<file path="src/rtl/v810_ext_pkg.sv">
// Shared types and constants for the V810 external-memory responder.
package v810_ext_pkg;

   typedef enum logic {
      IDLE = 1'b0,
      WAIT = 1'b1
   } ext_state_t;

   // Byte-enable codes (active low) that map onto the low half of a 16-bit device
   localparam logic [3:0] BEN_LO_B0 = 4'b1110;
   localparam logic [3:0] BEN_LO_B1 = 4'b1101;
   localparam logic [3:0] BEN_LO_H  = 4'b1100;
   localparam logic [3:0] BEN_LO_W  = 4'b0000;

   function automatic logic is_lo_half(input logic [3:0] ben);
      return (ben == BEN_LO_B0) || (ben == BEN_LO_B1) ||
             (ben == BEN_LO_H)  || (ben == BEN_LO_W);
   endfunction

endpackage

</file>
<file path="src/rtl/v810_ext_lane_steer.sv">
// Data/byte-enable lane steering between the CPU bus and a 32-bit memory,
// for either a 32-bit device or a 16-bit device hung on the low CPU lanes.
module v810_ext_lane_steer
   import v810_ext_pkg::*;
(
   input  logic        dw16,
   input  logic [3:0]  ben,
   input  logic [31:0] d_o,
   input  logic [31:0] mem_do,
   output logic [31:0] mem_di,
   output logic [31:0] d_i,
   output logic [3:0]  mem_ben
);

   // Pass-through for 32-bit devices; 16-bit devices pick a memory half from BEn
   always_comb begin
      mem_di  = d_o;
      d_i     = mem_do;
      mem_ben = ben;
      if (dw16) begin
         if (is_lo_half(ben)) begin
            mem_di = {16'h0000, d_o[15:0]};
            d_i    = {16'h0000, mem_do[15:0]};
         end else begin
            mem_di = {d_o[15:0], 16'h0000};
            d_i    = {16'h0000, mem_do[31:16]};
         end
      end
   end

endmodule

</file>
<file path="src/rtl/v810_ext_mem_port.sv">
// V810 external-bus memory responder: programmable read/write wait states,
// 16/32-bit device width, chip-select gating and abort on strobe release.
module v810_ext_mem_port
   import v810_ext_pkg::*;
#(
   parameter int AW  = 10,
   parameter int WSW = 4
) (
   input  logic           CLK,
   input  logic           RESn,
   input  logic           CE,
   input  logic [31:0]    A,
   input  logic [31:0]    D_O,
   output logic [31:0]    D_I,
   input  logic [3:0]     BEn,
   input  logic           DAn,
   input  logic           MRQn,
   input  logic           RW,
   input  logic           SEL,
   output logic           READYn,
   output logic           SZRQn,
   input  logic [WSW-1:0] CFG_WS_RD,
   input  logic [WSW-1:0] CFG_WS_WR,
   input  logic           CFG_DW16,
   output logic [AW-1:0]  MEM_A,
   output logic [31:0]    MEM_DI,
   input  logic [31:0]    MEM_DO,
   output logic [3:0]     MEM_BEn,
   output logic           MEM_CEn,
   output logic           MEM_WEn,
   output logic           BUSY
);

   ext_state_t     state_q, state_d;
   logic [WSW-1:0] cnt_q, cnt_d;
   logic           dw16_q, dw16_d;

   logic           access;
   logic [WSW-1:0] ws;
   logic           ready;
   logic           dw16_eff;
   logic           unused_a_bits;

   assign access   = ~DAn & SEL;
   assign ws       = RW ? CFG_WS_RD : CFG_WS_WR;
   assign ready    = (state_q == IDLE) ? (ws == '0) : (cnt_q == '0);
   assign dw16_eff = (state_q == IDLE) ? CFG_DW16 : dw16_q;

   // State, wait counter and latched device width; reset drops straight to IDLE
   always_ff @(posedge CLK or negedge RESn) begin
      if (!RESn) begin
         state_q <= IDLE;
         cnt_q   <= '0;
         dw16_q  <= 1'b0;
      end else begin
         state_q <= state_d;
         cnt_q   <= cnt_d;
         dw16_q  <= dw16_d;
      end
   end

   // Next state: CE gates every advance; in WAIT, a dropped access aborts
   always_comb begin
      state_d = state_q;
      cnt_d   = cnt_q;
      dw16_d  = dw16_q;
      if (CE) begin
         case (state_q)
            IDLE: begin
               if (access && (ws != '0)) begin
                  state_d = WAIT;
                  cnt_d   = ws - WSW'(1);
                  dw16_d  = CFG_DW16;
               end
            end
            WAIT: begin
               if (!access || ready) begin
                  state_d = IDLE;
               end else begin
                  cnt_d = cnt_q - WSW'(1);
               end
            end
            default: state_d = IDLE;
         endcase
      end
   end

   assign READYn  = ~(access & ready & RESn);
   assign SZRQn   = ~(access & ready & dw16_eff & RESn);
   assign MEM_WEn = ~(access & ready & ~RW & CE & RESn);
   assign MEM_CEn = MRQn | ~SEL;
   assign BUSY    = (state_q == WAIT);
   assign MEM_A   = A[AW+1:2];

   assign unused_a_bits = ^{A[31:AW+2], A[1:0]};

   v810_ext_lane_steer u_lane_steer (
      .dw16    (dw16_eff),
      .ben     (BEn),
      .d_o     (D_O),
      .mem_do  (MEM_DO),
      .mem_di  (MEM_DI),
      .d_i     (D_I),
      .mem_ben (MEM_BEn)
   );

endmodule

</file>
<file path="config.mk">
export PLATFORM = sky130hd
export DESIGN_NAME = v810_ext_mem_port
export DESIGN_NICKNAME = d
export VERILOG_FILES = /design/src/rtl/v810_ext_pkg.sv /design/src/rtl/v810_ext_lane_steer.sv /design/src/rtl/v810_ext_mem_port.sv
export SDC_FILE = /design/constraint.sdc
export NUM_CORES = 1
export LEC_CHECK = 0
export CAP_MARGIN = 40
export CORE_MARGIN = 8
export CORE_UTILIZATION = 24
export DETAILED_ROUTE_END_ITERATION = 12
export GPL_ROUTABILITY_DRIVEN = 0
export HOLD_SLACK_MARGIN = 0.06
export PLACE_DENSITY_LB_ADDON = 0.05
export REMOVE_ABC_BUFFERS = 1
export SLEW_MARGIN = 20
export SYNTH_ARGS = -nofsm -noshare
export SYNTH_HDL_FRONTEND = slang
export SYNTH_SLANG_ARGS = --single-unit
</file>
<file path="constraint.sdc">
create_clock -name CLK -period 3.9 [get_ports CLK]
set_input_delay 0.78 -clock CLK [delete_from_list [all_inputs] [get_ports CLK]]
set_output_delay 0.78 -clock CLK [all_outputs]
set_load 0.02 [all_outputs]
</file>
==> results.json, run 1 <==
{
  "max_freq_mhz": 265,
  "antennaDiodeCount": 0,
  "synth-edff-count": 0,
  "row_count": 25,
  "critPathCaptureType": "primary output",
  "syn_inst": 135,
  "arrival_ns": 3.00,
  "die-area_um2": 7510,
  "antenna_found_initial": 0,
  "first_global_vias": 1637,
  "clock_latency_ns": 0.22,
  "postPlaceCellArea_um2": 2760,
  "crit_type": "input pin to primary output",
  "fin_crit_ns": 3.78,
  "dpl.cell_count": 341,
  "setup_violations": 0,
  "ir_worst_vdd_v": 0.000135,
  "cts.sinks": 6,
  "syn-cell-area_um2": 1200,
  "crit_fanout": 36,
  "grt_overflow": 0,
  "slew_headroom_pct": 75.9,
  "die_h_um": 86.6,
  "slew_viol_final": 0,
  "r2r_cells": 4,
  "cp-start-kind": "input pin",
  "ys_top_cells_by_area": "mux2_1 (17%), dfrtp_1 (13%), a22o_1 (12%)",
  "wire_per_inst_um": 18.3,
  "r2r_slack_ns": 2.21,
  "ys_seq_area_share_pct": 12.5,
  "numCtsBuffers": 3,
  "cap_violations": 0,
  "leakage_nw": 1.08,
  "cts_resized": 0,
  "grt_start_max_net_pins": 37,
  "layout_commonest_cell": "clkdlybuf4s50_1",
  "vias_per_cell": 4.47,
  "final_core_util_pct": 58.9,
  "most-common-layout-cells": "clkdlybuf4s50_1 (156), mux2_1 (18), nor2b_1 (17)",
  "cts_tree": "built",
  "drive_gt1_share_pct": 7.94,
  "min_to": "cnt_q[0]",
  "hp-start": "cnt_q[0]",
  "dp_hpwl_um": 5600,
  "grt_use_total_pct": 15.8,
  "async_flop_share_pct": 100,
  "r2r-start": "BUSY",
  "start_util_pct": 25.2,
  "dr.first_iter.drc_count": 44,
  "ctsHoldBuffers": 0,
  "clock_path_buffers": 2,
  "synth_top_cell_area_share_pct": 16.9,
  "power_density_nw_per_um2": 253,
  "required_ns": 3.12,
  "drc": 0,
  "fin_skew_ns": 0.00117,
  "nets": 396,
  "ys_types": 35,
  "antenna_left": 0,
  "status": "finished, final reports clean",
  "worst_r2r_endpoint": "cnt_q[0]",
  "synth_area_per_cell_um2": 8.87,
  "grt_setup_unrepaired": "no",
  "io_buffers": 156,
  "worstHoldPathType": "register to register",
  "yosysTopAreaCell": "mux2_1",
  "finalHoldViolations": 0,
  "first_pass_iters": 4,
  "core_um2": 4750,
  "final_area_um2": 2800,
  "post_cts_buffers": 0,
  "grt_pass1_wl_um": 9230,
  "drt_wl_total_um": 6300,
  "cts_root_buf": "clkbuf_8",
  "die_w_um": 86.6,
  "area_growth_pct": 134,
  "worstMarginPinSlew_ns": 0.360,
  "synth-warning-count": 0,
  "clk_pin_slew_worst_paths_ns": 0.03,
  "ios": 199,
  "vias": 1537,
  "whs_path_depth": 1,
  "synth-main-ff-cell": "dfrtp_1",
  "fillers": 449,
  "synth_seq_cells": 6,
  "fin_crit_sh_pct": 96.8,
  "htreeDepth": 1,
  "finalNonFillerCells": 344
}
## critical path: stages
cell,delay (ns)
clkdlybuf4s50_1,0.44
or3_1,0.38
a21oi_1,0.26
nor3_4,0.07
buf_12,0.18
mux2_1,0.32
clkdlybuf4s50_1,0.56
## synthesized netlist by cell type, types with 2 or more instances
cell type,count
nand3_1,3
nor2b_1,17
and2_1,16
a22o_1,16
mux2i_1,6
nor2_1,3
mux2_1,18
buf_4,17
nand2_1,2
nor3_2,2
clkbuf_1,4
mux2_4,2
mux2_2,2
dfrtp_1,6
## power breakdown
group / total [mW] / leakage, nW / switching, mW / internal, mW
clock: 0.0901 / 0.0216 / 0.0241 / 0.0661
sequential: 0.0988 / 0.0727 / 0.0158 / 0.0830
combinational: 0.521 / 0.984 / 0.232 / 0.289
## metrics by stage
stage / worst slack [ns] / total power [mW] / setup TNS [ns] / hold WS [ns]
after CTS: 0.0945 / 0.722 / 0 / 0.529
after global routing: 0.0175 / 0.755 / 0 / 0.550
after global placement: 0.0927 / 0.627 / 0 / 0.520
after detailed placement: 0.111 / 0.627 / 0 / 0.520
final: 0.124 / 0.710 / 0 / 0.524
after floorplan: -0.333 / 0.338 / -13.15 / 0.458
## how the worst max path moves through the flow
stage | from | end | cells past startpoint
CTS | BEn[0] | D_I[4] | 7
global route | BEn[0] | D_I[4] | 7
floorplan | CFG_DW16 | D_I[0] | 3
finish | BEn[0] | D_I[4] | 7
global placement | BEn[0] | D_I[13] | 7
detailed placement | BEn[0] | D_I[13] | 7
## sequential cells by signal, indices dropped and copies added (netlist names)
signal,cells
dw16_q,1
cnt_q,4
BUSY,1
## logic make-up after synthesis
kind of cell / share of synthesized area [%]
xor gates and xnor gates: 0.732
AOI/OAI and AO/OA: 18.5
DFF: 12.5
adders and majority gates: 1.04
buffers and inverters: 14.0
and+or+nand+nor: 26.9
muxes: 26.3
## per-layer routing
metal  vias up  GRT usage [%]  wire (um)
li1        761              -          -
met2        96           31.0       3380
met5         -              0          0
met3         2           7.18        668
met1       678           14.7       2220
met4         0           2.66         40
## area by class of cell
| class | instances | area (um^2) | area share (%) |
|---|---|---|---|
| timing repair buffer | 162 | 1620 | 57.8 |
| clock buffer | 3 | 41.3 | 1.47 |
| tap | 67 | 83.8 | 2.99 |
| sequential | 6 | 150 | 5.36 |
| multi-input combinational | 104 | 898 | 32.1 |
| inverter | 2 | 8.76 | 0.313 |
No activity file was read; power rests on OpenSTA's default activity.
==> run 2, diff against run 1 <==
--- a/config.mk
+++ b/config.mk
@@ -11,3 +11,3 @@
 export DETAILED_ROUTE_END_ITERATION = 12
-export GPL_ROUTABILITY_DRIVEN = 0
+export GPL_ROUTABILITY_DRIVEN = 1
 export HOLD_SLACK_MARGIN = 0.06
==> constraint.sdc (replaced) <==
create_clock -name CLK -period 4.5 [get_ports CLK]
set_input_delay 0.675 -clock CLK [delete_from_list [all_inputs] [get_ports CLK]]
set_output_delay 0.675 -clock CLK [all_outputs]
set_load 0.02 [all_outputs]
==> run 2 against run 1 <==
Net effect: first-iteration DRC count decreased by 39%; worst hold slack improved by 0.0092 ns; clock power decreased by 11%; via count decreased by 0.46%; count of clock-buffer cells in the layout unchanged; global-route usage decreased by 0.61 points; register-to-register slack improved by 0.57 ns; final cell count decreased by 1.2%; highest routed layer is now met3; sequential power decreased by 12%; final area decreased by 1.5%; clock skew increased by 0.0012 ns.
==> results.json, run 2 (synthesis results as in run 1) <==
{
  "layout_commonest_cell": "clkdlybuf4s50_1",
  "clock_path_buffers": 2,
  "clock_latency_ns": 0.22,
  "worst_r2r_endpoint": "cnt_q[0]",
  "grt_use_total_pct": 15.2,
  "status": "finished, final reports clean",
  "fin_crit_ns": 3.78,
  "drc": 0,
  "wire_per_inst_um": 18.2,
  "cap_violations": 0,
  "die_w_um": 86.6,
  "leakage_nw": 1.05,
  "gp_congestion": 0.719,
  "cts.sinks": 6,
  "clk_pin_slew_worst_paths_ns": 0.04,
  "area_growth_pct": 130,
  "vias": 1530,
  "fillers": 452,
  "dr.first_iter.drc_count": 27,
  "cp-start-kind": "input pin",
  "required_ns": 3.83,
  "switchingPower_mw": 0.237,
  "grt_pass1_wl_um": 8970,
  "switching_share_pct": 38.8,
  "cts_root_buf": "clkbuf_8",
  "drive_gt1_share_pct": 6.59,
  "slew_viol_final": 0,
  "row_count": 25,
  "first_global_vias": 1504,
  "fin_crit_sh_pct": 84.0,
  "die-area_um2": 7510,
  "cp-startpoint": "BEn[0]",
  "io_buffers": 156,
  "r2r_slack_ns": 2.78,
  "nets": 392,
  "final_core_util_pct": 58.0,
  "die_h_um": 86.6,
  "grt_start_max_net_pins": 43,
  "cts_tree": "built",
  "worstHoldPathType": "register to register",
  "worstMarginPinSlew_ns": 0.463,
  "core_um2": 4750,
  "critPathCaptureType": "primary output",
  "pwr-share-seq_pct": 14.2,
  "ir_worst_vdd_v": 0.000113,
  "comb_power_share_pct": 72.7,
  "seqCellArea_um2": 150,
  "htreeDepth": 1,
  "holdWs_ns": 0.533,
  "antenna_found_initial": 0,
  "antennaDiodeCount": 0,
  "r2r-start": "BUSY",
  "ios": 199,
  "vias_per_cell": 4.50,
  "crit_type": "input pin to primary output",
  "crit_fanout": 42,
  "tns_ns": 0,
  "numCtsBuffers": 3,
  "setup_violations": 0,
  "cts_resized": 0,
  "first_pass_iters": 4,
  "whs_path_depth": 1,
  "antenna_left": 0,
  "largest-register": "cnt_q",
  "grt_overflow": 0,
  "post_cts_buffers": 0,
  "min_to": "cnt_q[0]",
  "intPower_mw": 0.374,
  "power_density_nw_per_um2": 221,
  "fin_skew_ns": 0.00237,
  "finalHoldViolations": 0,
  "drt_wl_total_um": 6180,
  "p_clk_share_pct": 13.1,
  "start_util_pct": 25.2,
  "max_freq_mhz": 265,
  "r2r_cells": 4,
  "largest_reg_flops": 4,
  "dp_hpwl_um": 5440,
  "multi_input_area_um2": 898,
  "hp-start": "cnt_q[0]",
  "ctsHoldBuffers": 0,
  "grt_setup_unrepaired": "no",
  "arrival_ns": 3.10,
  "slew_headroom_pct": 69.1,
  "most-common-layout-cells": "clkdlybuf4s50_1 (156), mux2_1 (18), nor2b_1 (17)"
}
==> run 2: cell types whose count changed in the layout (fill, tap and decap cells not counted), sizes merged <==
cell / previous run / this run
buf: 6 / 2
==> run 2: area by class of cell <==
| cell class | instances | area share, % |
|---|---|---|
| repair buffers | 158 | 57.1 |
| multi-input cells | 104 | 32.6 |
| flip-flops and latches | 6 | 5.44 |
| well taps | 67 | 3.04 |
| clock buffers | 3 | 1.50 |
| inverters | 2 | 0.317 |
==> run 2: worst max path at each step <==
stage | endpoint | cells after the start
6_report | D_I[1] | 7
3_5_place_dp | D_I[1] | 7
3_3_place_gp | D_I[13] | 7
4_1_cts | D_I[1] | 7
5_1_grt | D_I[10] | 7
2_1_floorplan | D_I[0] | 3
==> run 2: through the flow <==
step	std cells	setup slack [ns]	area, um^2	power (mW)
3_5_place_dp	337	0.698	2720	0.537
5_1_grt	340	0.592	2760	0.645
2_1_floorplan	112	0.477	1040	0.293
6_report	340	0.720	2760	0.611
4_1_cts	340	0.691	2760	0.619
3_3_place_gp	337	0.701	2720	0.537
==> run 2: worst max-delay path: stages <==
cell and delay, ns:
clkdlybuf4s50_1 0.45, or3_1 0.38, a21oi_1 0.27, nor3_4 0.10
buf_4 0.28, mux2_1 0.36, clkdlybuf4s50_1 0.56
==> run 2: power by group through the flow <==
stage	Combinational, mW	Clock [mW]	Sequential (mW)
after CTS	0.451	0.0812	0.0866
after detailed placement	0.450	0	0.0872
after floorplan	0.210	0	0.0829
after global routing	0.472	0.0850	0.0885
after global placement	0.449	0	0.0870
final	0.444	0.0799	0.0870
==> run 2: metal layers <==
layer / up-vias / wire (um) / global-route usage, % / share of wire (%)
li1: 753 / - / - / -
met1: 681 / 2070 / 14.7 / 33
met2: 96 / 3340 / 29.0 / 54
met3: 0 / 767 / 7.75 / 12
met4: 0 / 0 / 1.41 / 0
met5: - / 0 / 0 / 0
==> run 3, diff against run 2 <==
CORE_UTILIZATION = 22   (was 24)
clock period = 3.6 ns   (was 4.5 ns; I/O delays follow)
==> run 3 against run 2 <==
Net effect: final area rose by 0.95%; non-clock buffer count up 1; via count grew 0.52%; die area grew 7.4%; sequential share of layout area fell by 0.051 points; critical path depth stayed put; total power increased by 27%; first-iteration DRC count down 48%; setup slack got worse by 0.47 ns; global-route usage down 0.29 points; clock skew shrank 0.0016 ns.
==> results.json, run 3 (synthesis results as in run 1) <==
{
  "cap_violations": 0,
  "gp_congestion": 0.710,
  "leakage_nw": 1.06,
  "r2r_slack_ns": 1.90,
  "first_pass_iters": 4,
  "most-common-layout-cells": "clkdlybuf4s50_1 (156), mux2_1 (18), nor2b_1 (17)",
  "drc": 0,
  "ctsHoldBuffers": 0,
  "dpl.cell_count": 343,
  "area_growth_pct": 133,
  "grt_pass1_wl_um": 9630,
  "grt_overflow": 0,
  "r2r_cells": 4,
  "setup_violations": 0,
  "grt_start_max_net_pins": 49,
  "nets": 393,
  "fin_crit_sh_pct": 93.0,
  "core_um2": 5370,
  "comb_power_share_pct": 73.0,
  "finalHoldViolations": 0,
  "largest_reg_flops": 4,
  "cts_root_buf": "clkbuf_8",
  "first_global_vias": 1773,
  "postPlaceCellArea_um2": 2740,
  "ir_worst_vdd_v": 0.000128,
  "r2r-start": "BUSY",
  "cp-startpoint": "BEn[0]",
  "io_buffers": 156,
  "row_count": 27,
  "final_core_util_pct": 51.9,
  "endpoint": "D_I[1]",
  "largest-register": "cnt_q",
  "crit_type": "input pin to primary output",
  "numCtsBuffers": 3,
  "clk_pin_slew_worst_paths_ns": 0.04,
  "die_w_um": 89.8,
  "intPower_mw": 0.472,
  "vias_per_cell": 4.45,
  "finalNonFillerCells": 346,
  "required_ns": 3.06,
  "die_h_um": 89.8,
  "worstMarginPinSlew_ns": 0.372,
  "die-area_um2": 8060,
  "start_util_pct": 22.3,
  "fin_crit_ns": 3.35,
  "grt_setup_unrepaired": "no",
  "drt_wl_total_um": 6320,
  "antenna_found_initial": 0,
  "grt_use_total_pct": 14.9,
  "wire_per_inst_um": 18.3,
  "cts_resized": 0,
  "max_freq_mhz": 299,
  "cts_tree": "built",
  "pwr-share-seq_pct": 14.0,
  "cts.sinks": 6,
  "p_clk_share_pct": 13.0,
  "clock_path_buffers": 2,
  "clock_latency_ns": 0.22,
  "vias": 1538,
  "cp-start-kind": "input pin",
  "dp_hpwl_um": 5410,
  "crit_fanout": 48,
  "drive_gt1_share_pct": 6.93,
  "worstHoldPathType": "register to register",
  "htreeDepth": 1,
  "status": "finished, final reports clean",
  "holdWs_ns": 0.536,
  "worst_r2r_endpoint": "cnt_q[2]",
  "slew_headroom_pct": 75.1,
  "switching_share_pct": 39.1,
  "dr.first_iter.drc_count": 14,
  "ios": 199,
  "final_area_um2": 2790,
  "antennaDiodeCount": 0,
  "slew_viol_final": 0,
  "layout_commonest_cell": "clkdlybuf4s50_1",
  "arrival_ns": 2.81,
  "fin_skew_ns": 0.000815,
  "power_density_nw_per_um2": 278,
  "antenna_left": 0,
  "switchingPower_mw": 0.302,
  "critPathCaptureType": "primary output",
  "post_cts_buffers": 0
}
## run 3: through the flow
stage / setup TNS [ns] / total power, mW / setup slack [ns]
finish: 0 / 0.774 / 0.254
global route: 0 / 0.825 / 0.130
CTS: 0 / 0.788 / 0.245
detailed placement: 0 / 0.680 / 0.256
global placement: 0 / 0.681 / 0.232
floorplan: -9.31 / 0.366 / -0.253
## run 3: how the worst min path moves through the flow
stage               endpoint  depth (start not counted)     start  slack [ns]
finish              cnt_q[2]                          1  cnt_q[2]        0.54
global route        cnt_q[2]                          1  cnt_q[2]        0.56
CTS                 cnt_q[2]                          1  cnt_q[2]        0.53
detailed placement  cnt_q[2]                          1  cnt_q[2]        0.52
global placement    cnt_q[2]                          1  cnt_q[2]        0.52
floorplan               BUSY                          0      RESn        0.24
## run 3: metal layers
| layer | share of wire [%] | wire length [um] | track usage, % | up-vias |
|---|---|---|---|---|
| li1 | - | - | - | 751 |
| met3 | 16 | 1010 | 9.81 | 6 |
| met2 | 48 | 3020 | 26.1 | 112 |
| met5 | 0 | 0 | 3.21 | - |
| met1 | 35 | 2220 | 13.8 | 669 |
| met4 | 1.1 | 69 | 3.81 | 0 |
## run 3: power by group through the flow
stage	registers [mW]	clock network [mW]	logic, mW
after floorplan	0.104	0	0.262
after global placement	0.108	0	0.573
after detailed placement	0.109	0	0.571
after CTS	0.108	0.105	0.575
after global routing	0.111	0.108	0.606
final	0.108	0.101	0.565
## run 3: final cells by class
class                      instances  area (um^2)
fill                             501         2590
inverter                           2         8.76
clock buffer                       3         41.3
timing repair buffer             159         1600
multi-input combinational        104          898
tap                               72         90.1
sequential                         6          150
## run 3: critical path, stage by stage
cell and delay (ns):
clkdlybuf4s50_1 0.45, or3_1 0.38, a21oi_1 0.25, nor3_4 0.06, buf_12 0.18, mux2_1 0.33
clkdlybuf4s50_1 0.59
